**config.mk**
```make
export PLATFORM = sky130hd
export DESIGN_NAME = axil_ctrl_regs_flat
export DESIGN_NICKNAME = d
export VERILOG_FILES = /design/src/rtl/axil_ctrl_regs_pkg.sv /design/src/rtl/axil_ctrl_regs_if.sv /design/src/rtl/axil_ctrl_regs_sat_counter32.sv /design/src/rtl/axil_ctrl_regs.sv /design/src/flat_wrapper.sv
export SDC_FILE = /design/constraint.sdc
export NUM_CORES = 1
export LEC_CHECK = 0
export BUFFER_PORTS_ARGS = -buffer_cell sky130_fd_sc_hd__buf_2
export CORE_UTILIZATION = 55
export CTS_BUF_LIST = sky130_fd_sc_hd__clkbuf_4 sky130_fd_sc_hd__clkbuf_8
export DETAILED_ROUTE_END_ITERATION = 12
export GPL_ROUTABILITY_DRIVEN = 0
export MAX_ROUTING_LAYER = met4
export PLACE_DENSITY = 0.9
export SYNTH_ARGS = -nofsm -noshare
export SYNTH_HDL_FRONTEND = slang
export SYNTH_HIERARCHICAL = 1
export SYNTH_SLANG_ARGS = --single-unit
```
**constraint.sdc**
```tcl
create_clock -name axil_aclk -period 3.05 [get_ports axil_aclk]
set_input_delay 0.61 -clock axil_aclk [delete_from_list [all_inputs] [get_ports axil_aclk]]
set_output_delay 0.61 -clock axil_aclk [all_outputs]
set_load 0.1 [all_outputs]
```
**src/rtl/axil_ctrl_regs_pkg.sv**
```systemverilog
// Shared definitions for the AXI-Lite control register block: register map,
// response codes, FSM state types and the address decoder.
package axil_ctrl_pkg;

   localparam logic [11:0] OFF_CTRL     = 12'h000;
   localparam logic [11:0] OFF_SCRATCH  = 12'h004;
   localparam logic [11:0] OFF_STATUS   = 12'h008;
   localparam logic [11:0] OFF_DROP_CNT = 12'h00C;

   localparam logic [1:0] RESP_OKAY   = 2'b00;
   localparam logic [1:0] RESP_SLVERR = 2'b10;
   localparam logic [1:0] RESP_DECERR = 2'b11;

   localparam int CTRL_ENABLE_BIT   = 0;
   localparam int CTRL_CLR_DROP_BIT = 31;

   typedef enum logic {WR_IDLE, WR_RESP} wr_state_t;
   typedef enum logic {RD_IDLE, RD_DATA} rd_state_t;

   typedef enum logic [2:0] {
      REG_CTRL,
      REG_SCRATCH,
      REG_STATUS,
      REG_DROP_CNT,
      REG_NONE
   } reg_sel_t;

   typedef struct packed {
      logic [1:0] resp;
      reg_sel_t   sel;
   } decode_t;

   // Addresses below base wrap to a huge offset, so one compare covers both window edges.
   function automatic decode_t decode_addr(input logic [31:0] addr, input logic [31:0] base);
      logic [31:0] off;
      decode_t     d;
      off    = addr - base;
      d.sel  = REG_NONE;
      d.resp = RESP_SLVERR;
      if (off > 32'h0000_0FFF) begin
         d.resp = RESP_DECERR;
      end else if (addr[1:0] == 2'b00) begin
         d.resp = RESP_OKAY;
         case (off[11:0])
            OFF_CTRL:     d.sel = REG_CTRL;
            OFF_SCRATCH:  d.sel = REG_SCRATCH;
            OFF_STATUS:   d.sel = REG_STATUS;
            OFF_DROP_CNT: d.sel = REG_DROP_CNT;
            default:      d.resp = RESP_SLVERR;
         endcase
      end
      return d;
   endfunction

endpackage

```
**src/rtl/axil_ctrl_regs_if.sv**
```systemverilog
// AXI-Lite slave bus bundle. A beat transfers on a rising edge where valid and
// ready are both 1; valid never waits on ready, and payload holds while valid is up.
interface axil_ctrl_regs_if;
   logic        awvalid;
   logic        awready;
   logic [31:0] awaddr;
   logic        wvalid;
   logic        wready;
   logic [31:0] wdata;
   logic        bvalid;
   logic [1:0]  bresp;
   logic        bready;
   logic        arvalid;
   logic        arready;
   logic [31:0] araddr;
   logic        rvalid;
   logic [31:0] rdata;
   logic [1:0]  rresp;
   logic        rready;

   modport master (
      output awvalid, awaddr, wvalid, wdata, bready, arvalid, araddr, rready,
      input  awready, wready, bvalid, bresp, arready, rvalid, rdata, rresp
   );

   modport slave (
      input  awvalid, awaddr, wvalid, wdata, bready, arvalid, araddr, rready,
      output awready, wready, bvalid, bresp, arready, rvalid, rdata, rresp
   );
endinterface

```
**src/rtl/axil_ctrl_regs_sat_counter32.sv**
```systemverilog
// 32-bit up counter that sticks at all-ones; clear beats increment.
module sat_counter32 (
   input  logic        clk,
   input  logic        rst,
   input  logic        inc,
   input  logic        clr,
   output logic [31:0] count
);

   logic [31:0] count_q;

   always_ff @(posedge clk) begin
      if (rst || clr) begin
         count_q <= '0;
      end else if (inc && (count_q != 32'hFFFF_FFFF)) begin
         count_q <= count_q + 32'd1;
      end
   end

   assign count = count_q;

endmodule

```
**src/rtl/axil_ctrl_regs.sv**
```systemverilog
// AXI-Lite control/status register block: CTRL, SCRATCH, STATUS and a
// saturating DROP_CNT, with independent write and read channel FSMs.
module axil_ctrl_regs
   import axil_ctrl_pkg::*;
#(
   parameter logic [31:0] BASE_ADDR = 32'h0000_1000
) (
   input  logic        axil_aclk,
   input  logic        axil_rst,
   axil_ctrl_regs_if.slave s_axil,
   output logic        ctrl_enable,
   input  logic [31:0] status_in,
   input  logic        drop_pulse,
   output wr_state_t   dbg_wr_state_o,
   output rd_state_t   dbg_rd_state_o
);

   wr_state_t   wr_state_q;
   logic        aw_lat_q;
   logic        w_lat_q;
   logic [31:0] awaddr_q;
   logic [31:0] wdata_q;
   logic        bvalid_q;
   logic [1:0]  bresp_q;
   logic        ctrl_en_q;
   logic [31:0] scratch_q;

   rd_state_t   rd_state_q;
   logic        rvalid_q;
   logic [31:0] rdata_q;
   logic [1:0]  rresp_q;

   decode_t     wr_dec;
   logic [1:0]  wr_resp;
   logic        commit;
   logic        commit_ok;
   logic        drop_clr;
   logic        aw_hs;
   logic        w_hs;

   decode_t     rd_dec;
   logic [31:0] ctrl_word;
   logic [31:0] rdata_d;
   logic [1:0]  rresp_d;
   logic        ar_hs;
   logic [31:0] drop_cnt;

   // Ready lines drop while reset is held so nothing is accepted in that window.
   assign s_axil.awready = !axil_rst && (wr_state_q == WR_IDLE) && !aw_lat_q;
   assign s_axil.wready  = !axil_rst && (wr_state_q == WR_IDLE) && !w_lat_q;
   assign s_axil.arready = !axil_rst && (rd_state_q == RD_IDLE);
   assign s_axil.bvalid  = bvalid_q;
   assign s_axil.bresp   = bresp_q;
   assign s_axil.rvalid  = rvalid_q;
   assign s_axil.rdata   = rdata_q;
   assign s_axil.rresp   = rresp_q;

   assign aw_hs = s_axil.awvalid && s_axil.awready;
   assign w_hs  = s_axil.wvalid && s_axil.wready;
   assign ar_hs = s_axil.arvalid && s_axil.arready;

   assign ctrl_enable    = ctrl_en_q;
   assign dbg_wr_state_o = wr_state_q;
   assign dbg_rd_state_o = rd_state_q;

   always_comb begin
      wr_dec  = decode_addr(awaddr_q, BASE_ADDR);
      wr_resp = wr_dec.resp;
      if ((wr_dec.sel == REG_STATUS) || (wr_dec.sel == REG_DROP_CNT)) begin
         wr_resp = RESP_SLVERR;
      end
      commit    = (wr_state_q == WR_IDLE) && aw_lat_q && w_lat_q;
      commit_ok = commit && (wr_resp == RESP_OKAY);
      drop_clr  = commit_ok && (wr_dec.sel == REG_CTRL) && wdata_q[CTRL_CLR_DROP_BIT];
   end

   always_comb begin
      rd_dec    = decode_addr(s_axil.araddr, BASE_ADDR);
      rresp_d   = rd_dec.resp;
      ctrl_word = '0;
      ctrl_word[CTRL_ENABLE_BIT] = ctrl_en_q;
      case (rd_dec.sel)
         REG_CTRL:     rdata_d = ctrl_word;
         REG_SCRATCH:  rdata_d = scratch_q;
         REG_STATUS:   rdata_d = status_in;
         REG_DROP_CNT: rdata_d = drop_cnt;
         default:      rdata_d = '0;
      endcase
   end

   always_ff @(posedge axil_aclk) begin
      if (axil_rst) begin
         wr_state_q <= WR_IDLE;
         aw_lat_q   <= 1'b0;
         w_lat_q    <= 1'b0;
         awaddr_q   <= '0;
         wdata_q    <= '0;
         bvalid_q   <= 1'b0;
         bresp_q    <= RESP_OKAY;
         ctrl_en_q  <= 1'b0;
         scratch_q  <= '0;
      end else begin
         case (wr_state_q)
            WR_IDLE: begin
               if (commit) begin
                  aw_lat_q   <= 1'b0;
                  w_lat_q    <= 1'b0;
                  bvalid_q   <= 1'b1;
                  bresp_q    <= wr_resp;
                  wr_state_q <= WR_RESP;
                  if (commit_ok && (wr_dec.sel == REG_CTRL)) begin
                     ctrl_en_q <= wdata_q[CTRL_ENABLE_BIT];
                  end
                  if (commit_ok && (wr_dec.sel == REG_SCRATCH)) begin
                     scratch_q <= wdata_q;
                  end
               end else begin
                  if (aw_hs) begin
                     aw_lat_q <= 1'b1;
                     awaddr_q <= s_axil.awaddr;
                  end
                  if (w_hs) begin
                     w_lat_q <= 1'b1;
                     wdata_q <= s_axil.wdata;
                  end
               end
            end
            WR_RESP: begin
               if (s_axil.bready) begin
                  bvalid_q   <= 1'b0;
                  wr_state_q <= WR_IDLE;
               end
            end
            default: wr_state_q <= WR_IDLE;
         endcase
      end
   end

   // Read data is captured at the acceptance edge, so a same-edge write commit is not visible.
   always_ff @(posedge axil_aclk) begin
      if (axil_rst) begin
         rd_state_q <= RD_IDLE;
         rvalid_q   <= 1'b0;
         rdata_q    <= '0;
         rresp_q    <= RESP_OKAY;
      end else begin
         case (rd_state_q)
            RD_IDLE: begin
               if (ar_hs) begin
                  rvalid_q   <= 1'b1;
                  rdata_q    <= rdata_d;
                  rresp_q    <= rresp_d;
                  rd_state_q <= RD_DATA;
               end
            end
            RD_DATA: begin
               if (s_axil.rready) begin
                  rvalid_q   <= 1'b0;
                  rd_state_q <= RD_IDLE;
               end
            end
            default: rd_state_q <= RD_IDLE;
         endcase
      end
   end

   sat_counter32 u_drop_cnt (
      .clk   (axil_aclk),
      .rst   (axil_rst),
      .inc   (drop_pulse),
      .clr   (drop_clr),
      .count (drop_cnt)
   );

endmodule
```
**src/flat_wrapper.sv**
```systemverilog
// flat-port wrapper written by rule: the top's interface ports become plain ports
module axil_ctrl_regs_flat import axil_ctrl_pkg::*;
#(
   parameter logic [31:0] BASE_ADDR = 32'h0000_1000
)
  (axil_aclk, axil_rst, ctrl_enable, status_in, drop_pulse, dbg_wr_state_o, dbg_rd_state_o, s_axil_awvalid, s_axil_awaddr, s_axil_wvalid, s_axil_wdata, s_axil_bready, s_axil_arvalid, s_axil_araddr, s_axil_rready, s_axil_awready, s_axil_wready, s_axil_bvalid, s_axil_bresp, s_axil_arready, s_axil_rvalid, s_axil_rdata, s_axil_rresp);
  axil_ctrl_regs_if s_axil_i ();
  input  logic axil_aclk;
  input  logic axil_rst;
  output logic ctrl_enable;
  input  logic [31:0] status_in;
  input  logic drop_pulse;
  output wr_state_t dbg_wr_state_o;
  output rd_state_t dbg_rd_state_o;
  input wire logic [$bits(s_axil_i.awvalid)-1:0] s_axil_awvalid;
  input wire logic [$bits(s_axil_i.awaddr)-1:0] s_axil_awaddr;
  input wire logic [$bits(s_axil_i.wvalid)-1:0] s_axil_wvalid;
  input wire logic [$bits(s_axil_i.wdata)-1:0] s_axil_wdata;
  input wire logic [$bits(s_axil_i.bready)-1:0] s_axil_bready;
  input wire logic [$bits(s_axil_i.arvalid)-1:0] s_axil_arvalid;
  input wire logic [$bits(s_axil_i.araddr)-1:0] s_axil_araddr;
  input wire logic [$bits(s_axil_i.rready)-1:0] s_axil_rready;
  output wire logic [$bits(s_axil_i.awready)-1:0] s_axil_awready;
  output wire logic [$bits(s_axil_i.wready)-1:0] s_axil_wready;
  output wire logic [$bits(s_axil_i.bvalid)-1:0] s_axil_bvalid;
  output wire logic [$bits(s_axil_i.bresp)-1:0] s_axil_bresp;
  output wire logic [$bits(s_axil_i.arready)-1:0] s_axil_arready;
  output wire logic [$bits(s_axil_i.rvalid)-1:0] s_axil_rvalid;
  output wire logic [$bits(s_axil_i.rdata)-1:0] s_axil_rdata;
  output wire logic [$bits(s_axil_i.rresp)-1:0] s_axil_rresp;
  assign s_axil_i.awvalid = s_axil_awvalid;
  assign s_axil_i.awaddr = s_axil_awaddr;
  assign s_axil_i.wvalid = s_axil_wvalid;
  assign s_axil_i.wdata = s_axil_wdata;
  assign s_axil_i.bready = s_axil_bready;
  assign s_axil_i.arvalid = s_axil_arvalid;
  assign s_axil_i.araddr = s_axil_araddr;
  assign s_axil_i.rready = s_axil_rready;
  assign s_axil_awready = s_axil_i.awready;
  assign s_axil_wready = s_axil_i.wready;
  assign s_axil_bvalid = s_axil_i.bvalid;
  assign s_axil_bresp = s_axil_i.bresp;
  assign s_axil_arready = s_axil_i.arready;
  assign s_axil_rvalid = s_axil_i.rvalid;
  assign s_axil_rdata = s_axil_i.rdata;
  assign s_axil_rresp = s_axil_i.rresp;
  axil_ctrl_regs #(.BASE_ADDR(BASE_ADDR)) u_core (.axil_aclk(axil_aclk), .axil_rst(axil_rst), .s_axil(s_axil_i), .ctrl_enable(ctrl_enable), .status_in(status_in), .drop_pulse(drop_pulse), .dbg_wr_state_o(dbg_wr_state_o), .dbg_rd_state_o(dbg_rd_state_o));
endmodule
```
== Yosys cells after proc, flatten, opt, wreduce, memory -nomap -nowiden ==
Cells that the tools add are included.

* $add $sub $neg: 3
* Order comparisons: 2
* Equal/unequal tests: 17
* Muxes and demuxes: 28
* Bitwise logic cells: 3
* Reductions and logical operators: 40

{| class="wikitable"
|+ Operators with widths
! kind !! count
|-
| 32-bit one-hot mux with 4 select lines || 1
|-
| 32-bit by 12-bit greater-than comparator with 1-bit output, second input constant || 2
|-
| 32-bit by 13-bit subtractor with 32-bit output, second input constant || 2
|-
| 12-bit by 4-bit equality test with 1-bit output, second input constant || 4
|-
| 32-bit by 1-bit adder with 32-bit output, second input constant || 1
|-
| 32-bit inequality test, second input constant || 1
|-
| 12-bit by 3-bit equality test with 1-bit output, second input constant || 2
|-
| 12-bit logical NOT || 2
|-
| 3-bit one-hot mux with 4 select lines || 2
|-
| 1-bit logical AND || 14
|-
| 3-bit by 2-bit equality test with 1-bit output, second input constant || 4
|-
| 1-bit 2-to-1 mux || 12
|-
| 2-bit AND reduction || 6
|-
| 3-bit AND reduction || 4
|-
| 2-bit 2-to-1 mux || 5
|-
| 5-bit 2-to-1 mux || 2
|-
| 1-bit one-hot mux with 2 select lines || 4
|-
| 4-bit OR reduction || 2
|-
| 3-bit by 1-bit equality test with 1-bit output, second input constant || 2
|-
| 2-bit logical NOT || 3
|-
| 3-bit logical NOT || 2
|-
| 3-bit 2-to-1 mux || 2
|-
| 2-bit by 1-bit inequality test with 1-bit output, second input constant || 2
|-
| 2-bit inequality test, second input constant || 2
|-
| other kinds (4) || 10
|}

* Bits in registers: 171
* Bits of input ports: 136
* Output and inout port bits: 44
* Word-level logic and storage cells: 107

== Depth between registers and ports, before layout ==
Gate-level depths: netlist (run 1).

* Depth after elaboration: 14
* Gate-level depth with buffers: 9
* Depth with buffers taken out: 8

== Cells and area by module ==
The synthesis (run 1) kept the hierarchy.

{| class="wikitable"
|+ By module, submodules not included
! module !! instances !! cells an instance !! area an instance (sq um) !! seq. area each (sq um)
|-
| axil_ctrl_regs || 1 || 678 || 5940.7 || 2782.7
|-
| sat_counter32 || 1 || 194 || 1722.9 || 640.6
|}

== Least setup slack after synthesis (run 1) ==
Ideal clock, no wire load.

* Kind: register to register
* Start: register u_core.wr_state_q (netlist: u_core/dbg_wr_state_o)
* End: register u_core.wdata_q[12]
* Library setup time: 0.132 ns
* Arrival: 3.798 ns
* Data required time: 2.918 ns
* Setup slack: -0.881 ns
* Stages on the path, launching flop included: 6
* Buffers on the path: 1
* Period minus slack after synthesis: 3.931 ns
* Path through: dfxtp_1 nor3_1 nand2_1 clkbuf_1 nand2_1 a21oi_1

* Longest elaborated chain between the ends: 5
* Elaborated cells between the ends (all ways): 8
* Those cells by class: bitwise (2); reduce/logical (6)

{| class="wikitable"
|+ RTL lines
! what !! line !! RTL
|-
| from (decl) || axil_ctrl_regs.sv:18 || <nowiki>wr_state_t wr_state_q;</nowiki>
|-
| from (signal assigned) || axil_ctrl_regs.sv:93 || <nowiki>wr_state_q <= WR_IDLE;</nowiki>
|-
| from (signal assigned) || axil_ctrl_regs.sv:110 || <nowiki>wr_state_q <= WR_RESP;</nowiki>
|-
| from (signal assigned) || axil_ctrl_regs.sv:131 || <nowiki>wr_state_q <= WR_IDLE;</nowiki>
|-
| 1-bit NOT (no line) || n/a ||
|-
| 1-bit logical AND (2 in series) || axil_ctrl_regs.sv:50 || <nowiki>assign s_axil.wready = !axil_rst && (wr_state_q == WR_IDLE) && !w_lat_q;</nowiki>
|-
| named net s_axil_wready || flat_wrapper.sv:24 || <nowiki>output wire logic [$bits(s_axil_i.wready)-1:0] s_axil_wready;</nowiki>
|-
| 1-bit logical AND || axil_ctrl_regs.sv:59 || <nowiki>assign w_hs = s_axil.wvalid && s_axil.wready;</nowiki>
|-
| 3-bit AND reduction (no line) || n/a ||
|-
| to (signal assigned) || axil_ctrl_regs.sv:124 || <nowiki>wdata_q <= s_axil.wdata;</nowiki>
|-
| to (decl) || axil_ctrl_regs.sv:22 || <nowiki>logic [31:0] wdata_q;</nowiki>
|}

The timed path passes the listed nets, and every way through them passes these cells.
A chain may end at the register's enable or synchronous reset.

== Worst setup path in the final report (run 1) ==
* Start: register u_core.wr_state_q (netlist: u_core/dbg_wr_state_o)
* End: register u_core.u_drop_cnt.count_q[23] (netlist: u_core/u_drop_cnt/count[23])

* Longest elaborated chain between the ends: 7

{| class="wikitable"
|+ RTL lines
! what !! line !! RTL
|-
| 1-bit NOT (no line) || n/a ||
|-
| 1-bit logical AND (2 in series) || axil_ctrl_regs.sv:72 || <nowiki>commit = (wr_state_q == WR_IDLE) && aw_lat_q && w_lat_q;</nowiki>
|-
| 1-bit logical AND || axil_ctrl_regs.sv:73 || <nowiki>commit_ok = commit && (wr_resp == RESP_OKAY);</nowiki>
|-
| 1-bit logical AND (2 in series) || axil_ctrl_regs.sv:74 || <nowiki>drop_clr = commit_ok && (wr_dec.sel == REG_CTRL) && wdata_q[CTRL_CLR_DROP_BIT];</nowiki>
|-
| named net u_core.drop_clr || axil_ctrl_regs.sv:37 || <nowiki>logic drop_clr;</nowiki>
|-
| 1-bit logical OR || axil_ctrl_regs_sat_counter32.sv:13 || <nowiki>if (rst || clr) begin</nowiki>
|-
| to (signal assigned) || axil_ctrl_regs_sat_counter32.sv:16 || <nowiki>count_q <= count_q + 32'd1;</nowiki>
|-
| to (decl) || axil_ctrl_regs_sat_counter32.sv:10 || <nowiki>logic [31:0] count_q;</nowiki>
|}

The timed path passes the listed nets, and every way through them passes these cells.

==> metrics.yaml, run 1 <==
critical_path_class: "reg -> reg"
cts_setup_buffers: 0
total_of_hold_buffers_inserted_after_clock_tree_synthesis: 0
cts.sinks: 171
synth_enable_flop_cells: 0
worst_skew_ns: 0.0121
r2r_slack_ns: 0.63
start_kind: "flip-flop"
cp_num_buf_inv: 1
ctsLongestPathBuffers: 2
post_cts_resized: 0
rsz_0062_raised_after_global_routing: "no"
timing.rr.start: "u_core/dbg_wr_state_o$_SDFF_PP0_"
die_area_mm2: 0.0144
cts_tree: "built"
max_cap_viols: 0
fin_ws_ns: 0.628
routed_wirelength_um: 18600
worstRegToRegCells: 7
cp_slowest_cell: "and3b_1"
die-height_um: 120
syn_nets: 1009
status: "finished clean"
netlist_top_cells_area: "dfxtp_1 (45%), nand2_1 (8.8%), a21oi_1 (5.6%)"
final_min_period_over_clock_period_pct: 79.4
finalInstanceArea_mm2: 0.00895
dieWidth_um: 120
cts_root_buf: "clkbuf_8"
hold_crit_class: "in -> reg"
vias: 6730
cp_slowest_stage_delay_ns: 0.41
synth_area_per_cell_um2: 8.79
highest_fanout_seen_on_the_critical_path: 19
leakagePower_uw: 0.00337
grt_pass1_wl_um: 29700
grt_util_all_layers_pct: 26.8
hold_violations: 0
ys_types: 60
postSynthRegisterBits: 171
ios: 180
post_synth_most_frequent_cells: "nand2_1 (180), dfxtp_1 (171), a21oi_1 (86)"
grt-ovfl-total: 0
layout_min_cycle_time_ns: 2.42
path_depth: 7
ys_dominant_reg_cell: "dfxtp_1"
maxSlewViolCount: 0
crit_path_cell_trace: "and3b_1, nand4_4, nor3_1, and4b_1, or2_2, buf_4, a21oi_1"
hpwlAfterDp_um: 13300
initial_core_util_pct: 57.2
fin_nets: 1158
post-synth-top-area-cell: "dfxtp_1"
io_buffer_count: 179
clock_insertion_delay_worst_skew_ns: 0.46
power.ir.vdd_worst_mv: 0.423
rr_endpoint: "u_core/u_drop_cnt/count[23]$_SDFFE_PP0P_"
p_switching_uw: 1150
power_frac_clock_pct: 34.7
largest_net_degree_at_the_start_of_global_routing: 110
fp.coreArea_mm2: 0.0134
critPathCaptureType: "flip-flop"
relative_slew_slack_pct: 39.5
asyncSetResetFlopFracSynth_pct: 0
area_growth_syn_to_layout_pct: 16.8
synth_most_common_cell: "nand2_1"
pre_cts_slack_ns: 0.683
placed_cells_incl_taps: 1178
final_cell_count_no_fill: 1212
netlist.area_leader.share_pct: 44.7
sw_frac_of_total_pct: 26.9
clkSlewWorstSetupHoldPaths_ns: 0.09
pwr-share-seq_pct: 54.3
fmax_mhz: 413
synth.yosys.warnings: 6
power.share.combinational_pct: 11.0
detail_route.iter0.violations: 678
cts_inserted_buffers: 17
timing.critical_path.required_ns: 3.38
ant_nets: 0
postSynthCellCount: 872
p_per_area_mw_per_mm2: 477
initial_antenna_violation_count: 2
critical_path.startpoint: "u_core/dbg_wr_state_o$_SDFF_PP0_"
total_internal_power_uw: 3120
htree_num_levels: 4
post_drt_wl_per_cell_um: 15.3
vias_per_cell: 5.55
grt_pass1_vias: 6223
worstSetupEndpoint: "u_core/u_drop_cnt/count[23]$_SDFFE_PP0P_"
critical_path.top_delay_family: "simple AND/OR/NAND/NOR gates"
worst-slew-pin-transition_ns: 0.908
fin_hold_ws_ns: 0.380
fp-row-count: 42
mappedNetlistArea_mm2: 0.00766
drc: 0
share_of_layout_cells_above_drive_strength_1_pct: 27.2
finalSetupViolations: 0
dpl-instance-area_mm2: 0.00858
hold-path-cell-count: 3
drt-pass1-iter-count: 5
ys_seq_area_share_pct: 44.7
critPathArrivalTime_ns: 2.75
[through the flow]
step	utilization, %	setup TNS [ns]	power, µW
global placement	64.0	0	2830
floorplan	-	-57.42	2680
finish	66.8	0	4270
global route	66.8	0	4440
detailed placement	64.0	0	2840
CTS	66.7	0	4290
[registers in the layout, summed over array words and instances, names as in the netlist, 2 cells and up]
name,cells
u_core/awaddr_q,32
u_core/s_axil.bresp,2
u_core/s_axil.rdata,32
u_core/s_axil.rresp,2
u_core/scratch_q,32
u_core/u_drop_cnt/count,32
u_core/wdata_q,32
[routing by layer]
| layer | wire length [µm] | vias up | track usage [%] | share of wire (%) |
|---|---|---|---|---|
| met5 | 0 | - | - | 0 |
| met4 | 187 | 0 | 7.27 | 1.0 |
| met3 | 1360 | 20 | 6.13 | 7.3 |
| met2 | 8930 | 235 | 42.3 | 48 |
| met1 | 8080 | 3120 | 34.4 | 44 |
| li1 | - | 3355 | - | - |
[kinds of logic (layout without fill, tap and decap cells)]
group / after synthesis / in the layout / synth area share (%)
AOI/OAI and AO/OA: 185 / 185 / 14.4
buffers and inverters: 67 / 229 / 4.31
muxes: 65 / 65 / 9.16
adders and majority gates: 1 / 1 / 0.163
and+or+nand+nor: 369 / 369 / 25.7
other: 0 / 2 / 0
xor gates and xnor gates: 14 / 14 / 1.60
DFF: 171 / 171 / 44.7
[power by group through the flow]
stage               Combinational, µW  Sequential [µW]  Clock [µW]
floorplan                         275             2410           0
global placement                  457             2370           0
detailed placement                467             2370           0
CTS                               469             2320        1500
global route                      512             2330        1600
finish                            471             2320        1480
[worst min path at each step]
stage / startpoint / to / slack, ns
2_1_floorplan: u_core/awaddr_q[10]$_SDFFE_PP0P_ / u_core/awaddr_q[10]$_SDFFE_PP0P_ / 0.44
3_3_place_gp: u_core/s_axil.rdata[14]$_SDFFE_PP0P_ / u_core/s_axil.rdata[14]$_SDFFE_PP0P_ / 0.43
3_5_place_dp: u_core/s_axil.rdata[14]$_SDFFE_PP0P_ / u_core/s_axil.rdata[14]$_SDFFE_PP0P_ / 0.44
4_1_cts: s_axil_wdata[27] / u_core/wdata_q[27]$_SDFFE_PP0P_ / 0.36
5_1_grt: s_axil_wdata[6] / u_core/wdata_q[6]$_SDFFE_PP0P_ / 0.35
6_report: s_axil_wdata[27] / u_core/wdata_q[27]$_SDFFE_PP0P_ / 0.38
[layout make-up]
| type | instances | area, µm² |
|---|---|---|
| Inverter | 4 | 15.0 |
| Multi-Input combinational cell | 634 | 3920 |
| Clock buffer | 18 | 241 |
| Fill cell | 1100 | 4450 |
| Antenna cell | 2 | 5.00 |
| Sequential cell | 171 | 3420 |
| Timing Repair Buffer | 193 | 1000 |
| Clock inverter | 14 | 124 |
| Tap cell | 176 | 220 |
[cells in the final DEF (no fill, tap or decap), types with 15 or more instances in the layout]
cell type  instances
mux2i_1           33
nand2b_1          65
clkbuf_8          17
mux2_2            31
nand2_1          180
nor2_1            29
a22oi_1           31
buf_4             15
dfxtp_1          171
buf_2            178
o21ai_1           39
a21oi_1           86
[worst min-delay path, stage by stage]
cell	delay, ns
buf_2	0.09
nand2_1	0.04
a21oi_1	0.05
No activity file was read; power rests on OpenSTA's default activity.
==> inputs of run 2 (changes only) <==
==> constraint.sdc (replaced) <==
create_clock -name axil_aclk -period 2.4 [get_ports axil_aclk]
set_input_delay 0.48 -clock axil_aclk [delete_from_list [all_inputs] [get_ports axil_aclk]]
set_output_delay 0.48 -clock axil_aclk [all_outputs]
set_load 0.1 [all_outputs]
==> metrics.yaml, run 2 (synthesis results as in run 1) <==
status: "finished clean"
post_cts_resized: 0  # unchanged
grt_pass1_wl_um: 30000  # +1.2%
routed_wirelength_um: 18900  # +2.0%
critPathArrivalTime_ns: 2.51  # -0.24 ns
final_common_cell: "nand2_1"
drt-pass1-iter-count: 7  # +2
highest_fanout_seen_on_the_critical_path: 18  # -1
final_min_period_over_clock_period_pct: 90.2  # +11 points
drc: 0  # unchanged
die-height_um: 120  # unchanged
dieWidth_um: 120  # unchanged
timing.critical_path.required_ns: 2.75  # -0.63 ns
start_kind: "flip-flop"
cts_inserted_buffers: 17  # unchanged
layout_min_cycle_time_ns: 2.16  # -0.258 ns
area_growth_syn_to_layout_pct: 18.5
fin_nets: 1163  # +0.43%
htree_num_levels: 4  # unchanged
finalSetupTns_ns: 0  # unchanged
relative_slew_slack_pct: 45.1  # +5.6 points
critPathCaptureType: "flip-flop"
regArea_mm2: 0.00342  # about the same
fp-row-count: 42  # unchanged
ctsLongestPathBuffers: 2  # unchanged
worst_skew_ns: 0.0133  # +0.00115 ns
share_of_layout_cells_above_drive_strength_1_pct: 27.9  # +0.74 points
ios: 180  # unchanged
power_frac_clock_pct: 37.3  # +2.6 points
maxSlewViolCount: 0  # unchanged
layout.filler_cells: 1050  # -4.5%
leakagePower_uw: 0.00343  # +2.0%
post_drt_wl_per_cell_um: 15.5  # +1.5%
vias_per_cell: 5.60  # +0.84%
sw_frac_of_total_pct: 25.3  # -1.6 points
hold_crit_class: "in -> reg"
total_power_uw: 5690  # +33%
ant_nets: 0  # unchanged
total_of_hold_buffers_inserted_after_clock_tree_synthesis: 0  # unchanged
grt-ovfl-total: 0  # unchanged
cts_tree: "built"
initial_core_util_pct: 57.2  # unchanged
total_area_of_multi_input_combinational_cells_mm2: 0.00395  # +0.77%
worst-slew-pin-transition_ns: 0.824  # -0.0846 ns
power.ir.vdd_worst_mv: 0.467  # +11%
cts.sinks: 171  # unchanged
pwr-share-seq_pct: 51.9  # -2.4 points
clock_insertion_delay_worst_skew_ns: 0.46  # about the same
vias: 6820  # +1.3%
pre_cts_slack_ns: 0.274  # -0.409 ns
finalSetupViolations: 0  # unchanged
grt_pass1_vias: 6269  # +0.74%
fp.coreArea_mm2: 0.0134  # unchanged
initial_antenna_violation_count: 2  # unchanged
most-common-layout-cells: "nand2_1 (180), buf_2 (178), dfxtp_1 (170), a21oi_1 (86), nand2b_1 (65)"
final_cell_count_no_fill: 1218  # +0.50%
largest_net_degree_at_the_start_of_global_routing: 100  # -9.1%
fmax_mhz: 462  # +12%
p_per_area_mw_per_mm2: 626  # +31%
hpwlAfterDp_um: 13400  # +0.32%
io_buffer_count: 179  # unchanged
hold_violations: 0  # unchanged
critical_path_class: "reg -> reg"
total_internal_power_uw: 4250  # +36%
fin_ws_ns: 0.236  # -0.392 ns
power.share.combinational_pct: 10.8  # -0.2 points
rsz_0062_raised_after_global_routing: "no"
placed_cells_incl_taps: 1183  # +0.42%
die_area_mm2: 0.0144  # unchanged
p_switching_uw: 1440  # +25%
max_cap_viols: 0  # unchanged
cts_root_buf: "clkbuf_8"
cts_setup_buffers: 0  # unchanged
clkSlewWorstSetupHoldPaths_ns: 0.09  # about the same
detail_route.iter0.violations: 791  # +17%
grt_util_all_layers_pct: 27.3  # +0.52 points
-- run 2: power groups by stage --
stage	clock, µW	sequential (µW)	combinational, µW
after floorplan	0	3070	354
after global placement	0	3010	595
after detailed placement	0	3020	608
after CTS	2150	2950	612
after global routing	2280	2960	665
final	2120	2950	613
-- run 2: through the flow --
step | util (%) | area [µm²] | hold slack [ns]
finish | 67.8 | 9080 | 0.249
global route | 67.8 | 9080 | 0.230
CTS | 67.7 | 9080 | 0.234
detailed placement | 64.6 | 8660 | 0.438
global placement | 64.6 | 8660 | 0.433
floorplan | - | 7700 | 0.436
-- run 2: worst paths after layout --
| path | start | endpoint | cells after the start | slack (ns) |
|---|---|---|---|---|
| hold / removal | s_axil_wdata[6] | u_core/wdata_q[6]$_SDFFE_PP0P_ | 3 | 0.25 |
| hold reg to reg | u_core/s_axil.rdata[16]$_SDFFE_PP0P_ | u_core/s_axil.rdata[16]$_SDFFE_PP0P_ | 2 | 0.45 |
| setup reg to reg | u_core/w_lat_q$_SDFFE_PP0P_ | u_core/u_drop_cnt/count[30]$_SDFFE_PP0P_ | 7 | 0.24 |
| setup / recovery | u_core/w_lat_q$_SDFFE_PP0P_ | u_core/u_drop_cnt/count[30]$_SDFFE_PP0P_ | 7 | 0.24 |
-- run 2: worst max-delay path, stage by stage, from the launching register on --
cell and delay [ns]:
dfxtp_1 0.43, and3b_1 0.34, nand4_4 0.15, nor3_1 0.33, and4b_1 0.31, or2_2 0.16
buf_4 0.23, nor2_1 0.09
-- run 2: layer usage --
metal / vias up / global-route usage [%] / share of wire [%]
li1: 3359 / - / -
met1: 3138 / 34.6 / 44
met2: 293 / 43.0 / 47
met3: 30 / 6.37 / 7.9
met4: 0 / 8.75 / 1.6
met5: - / - / 0
-- run 2: cell type report --
| class | instances | area share (%) |
|---|---|---|
| flip-flops and latches | 171 | 37.7 |
| clock inverters | 11 | 1.57 |
| inverters | 4 | 0.165 |
| clock buffers | 21 | 3.04 |
| diodes | 3 | 0.0826 |
| multi-input cells | 634 | 43.4 |
| repair buffers | 198 | 11.6 |
| well taps | 176 | 2.42 |
==> inputs of run 3 (changes only) <==
--- a/config.mk
+++ b/config.mk
@@ -11,7 +11,7 @@
 export DETAILED_ROUTE_END_ITERATION = 12
 export GPL_ROUTABILITY_DRIVEN = 0
 export MAX_ROUTING_LAYER = met4
-export PLACE_DENSITY = 0.9
+export PLACE_DENSITY = 0.77
 export SYNTH_ARGS = -nofsm -noshare
 export SYNTH_HDL_FRONTEND = slang
 export SYNTH_HIERARCHICAL = 1
==> metrics.yaml, run 3 (synthesis results as in run 1) <==
status: "finished clean"
cts.sinks: 171  # unchanged
critPathCaptureType: "flip-flop"
critPathArrivalTime_ns: 2.50  # about the same
highest_fanout_seen_on_the_critical_path: 18  # unchanged
grt_util_all_layers_pct: 27.2  # -0.14 points
final_min_period_over_clock_period_pct: 90.5  # +0.36 points
area_growth_syn_to_layout_pct: 18.9
relative_slew_slack_pct: 51.4  # +6.3 points
grt-busiest-layer: "met2"
final_common_cell: "nand2_1"
max_cap_viols: 0  # unchanged
fin_nets: 1165  # +0.17%
drc: 0  # unchanged
timing.critical_path.required_ns: 2.73  # -0.02 ns
total_of_hold_buffers_inserted_after_clock_tree_synthesis: 0  # unchanged
hold_crit_class: "in -> reg"
cp_slowest_stage_delay_ns: 0.38  # -0.05 ns
dieWidth_um: 120  # unchanged
cts_setup_buffers: 0  # unchanged
finalSetupTns_ns: 0  # unchanged
die_area_mm2: 0.0144  # unchanged
ctsLongestPathBuffers: 2  # unchanged
largest_net_degree_at_the_start_of_global_routing: 71  # -29%
post_cts_resized: 0  # unchanged
leakagePower_uw: 0.00345  # +0.47%
maxSlewViolCount: 0  # unchanged
fin_hold_ws_ns: 0.253  # +0.00330 ns
rsz_0062_raised_after_global_routing: "no"
grt_pass1_wl_um: 30200  # +0.62%
clock_insertion_delay_worst_skew_ns: 0.45  # about the same
r2r_slack_ns: 0.23  # about the same
routed_wirelength_um: 18500  # -2.3%
worstRegToRegCells: 7  # unchanged
finalSetupViolations: 0  # unchanged
worst-slew-pin-transition_ns: 0.728  # -0.0956 ns
timing.hold.worst_endpoint: "u_core/awaddr_q[17]$_SDFFE_PP0P_"
p_per_area_mw_per_mm2: 617  # -1.5%
fmax_mhz: 460  # -0.40%
gr-usage-met1_pct: 36.0  # +1.4 points
fp-row-count: 42  # unchanged
ios: 180  # unchanged
grtUsageMet3_pct: 6.65  # +0.29 points
cp_slowest_cell: "dfxtp_2"
initial_core_util_pct: 57.2  # unchanged
htree_num_levels: 4  # unchanged
drt-pass1-iter-count: 5  # -2
vias: 6621  # -2.9%
start_kind: "flip-flop"
cts_root_buf: "clkbuf_8"
placed_cells_incl_taps: 1185  # +0.17%
initial_antenna_violation_count: 2  # unchanged
cts_tree: "built"
ant_nets: 0  # unchanged
worst_skew_ns: 0.00962  # -0.00367 ns
cts_inserted_buffers: 17  # unchanged
fp.coreArea_mm2: 0.0134  # unchanged
clkSlewWorstSetupHoldPaths_ns: 0.09  # about the same
rr_endpoint: "u_core/u_drop_cnt/count[15]$_SDFFE_PP0P_"
most-common-layout-cells: "nand2_1 (180), buf_2 (178), dfxtp_1 (170), a21oi_1 (86), nand2b_1 (65)"
final_cell_count_no_fill: 1219  # +0.082%
worst_hold_startpoint: "s_axil_awaddr[17]"
layout_min_cycle_time_ns: 2.17  # +0.00866 ns
hpwlAfterDp_um: 13200  # -1.6%
die-height_um: 120  # unchanged
post_drt_wl_per_cell_um: 15.2  # -2.4%
grt-ovfl-total: 0  # unchanged
share_of_layout_cells_above_drive_strength_1_pct: 28.0  # +0.14 points
timing.rr.start: "u_core/dbg_wr_state_o$_SDFF_PP0_"
hold_violations: 0  # unchanged
critical_path_class: "reg -> reg"
power.ir.vdd_worst_mv: 0.532  # +14%
vias_per_cell: 5.43  # -3.0%
hold-path-cell-count: 3  # unchanged
io_buffer_count: 179  # unchanged
met2_usage_pct: 40.4  # -2.6 points
grt_pass1_vias: 6192  # -1.2%
crit_path_cell_trace: "and3b_1, nand4_4, nor3_1, and4b_1, or2_2, buf_4, a21oi_1"
detail_route.iter0.violations: 426  # -46%
run 3: per-stage QoR:
| stage | cell area (µm²) | utilization [%] | setup WS, ns | total power (µW) |
|---|---|---|---|---|
| floorplan | 7700 | - | 0.0698 | 3420 |
| global placement | 8700 | 64.9 | 0.297 | 3620 |
| detailed placement | 8700 | 64.9 | 0.280 | 3630 |
| CTS | 9110 | 68.0 | 0.265 | 5670 |
| global route | 9110 | 68.0 | 0.0792 | 5840 |
| finish | 9110 | 68.0 | 0.227 | 5620 |
run 3: where the power goes:
part | total, µW | switching [µW] | internal (µW)
registers | 2950 | 48.9 | 2900
logic | 618 | 373 | 245
clock network | 2050 | 1000 | 1050
total | 5620 | 1430 | 4190
run 3: worst max-delay path by stage:
stage	from	to	slack, ns	cells past startpoint
2_1_floorplan	u_core/dbg_wr_state_o$_SDFF_PP0_	u_core/u_drop_cnt/count[0]$_SDFFE_PP0P_	0.07	9
3_3_place_gp	u_core/dbg_wr_state_o$_SDFF_PP0_	u_core/u_drop_cnt/count[30]$_SDFFE_PP0P_	0.30	7
3_5_place_dp	u_core/dbg_wr_state_o$_SDFF_PP0_	u_core/u_drop_cnt/count[20]$_SDFFE_PP0P_	0.28	7
4_1_cts	u_core/dbg_wr_state_o$_SDFF_PP0_	u_core/u_drop_cnt/count[15]$_SDFFE_PP0P_	0.27	7
5_1_grt	u_core/w_lat_q$_SDFFE_PP0P_	u_core/u_drop_cnt/count[23]$_SDFFE_PP0P_	0.08	7
6_report	u_core/dbg_wr_state_o$_SDFF_PP0_	u_core/u_drop_cnt/count[15]$_SDFFE_PP0P_	0.23	7
run 3: final cells by class:
class                   count  area (µm²)
fillers                  1115        4290
multi-input cells         634        3950
flip-flops and latches    171        3420
repair buffers            200        1090
clock buffers              22         297
well taps                 176         220
clock inverters            10         114
inverters                   4        15.0
diodes                      2        5.00
run 3: layer usage:
metal	part of all wire, %	vias to the layer above
met2	45	176
met5	0	-
li1	-	3365
met3	5.7	26
met4	1.7	0
met1	47	3054
run 3: critical path: cells and delay by family (launching register included):
family | cells | cell delay [ns]
AND/OR/NAND/NOR | 5 | 1.35
flip-flops | 1 | 0.38
buffers and inverters | 1 | 0.24
AO/OA/AOI/OAI | 1 | 0.07
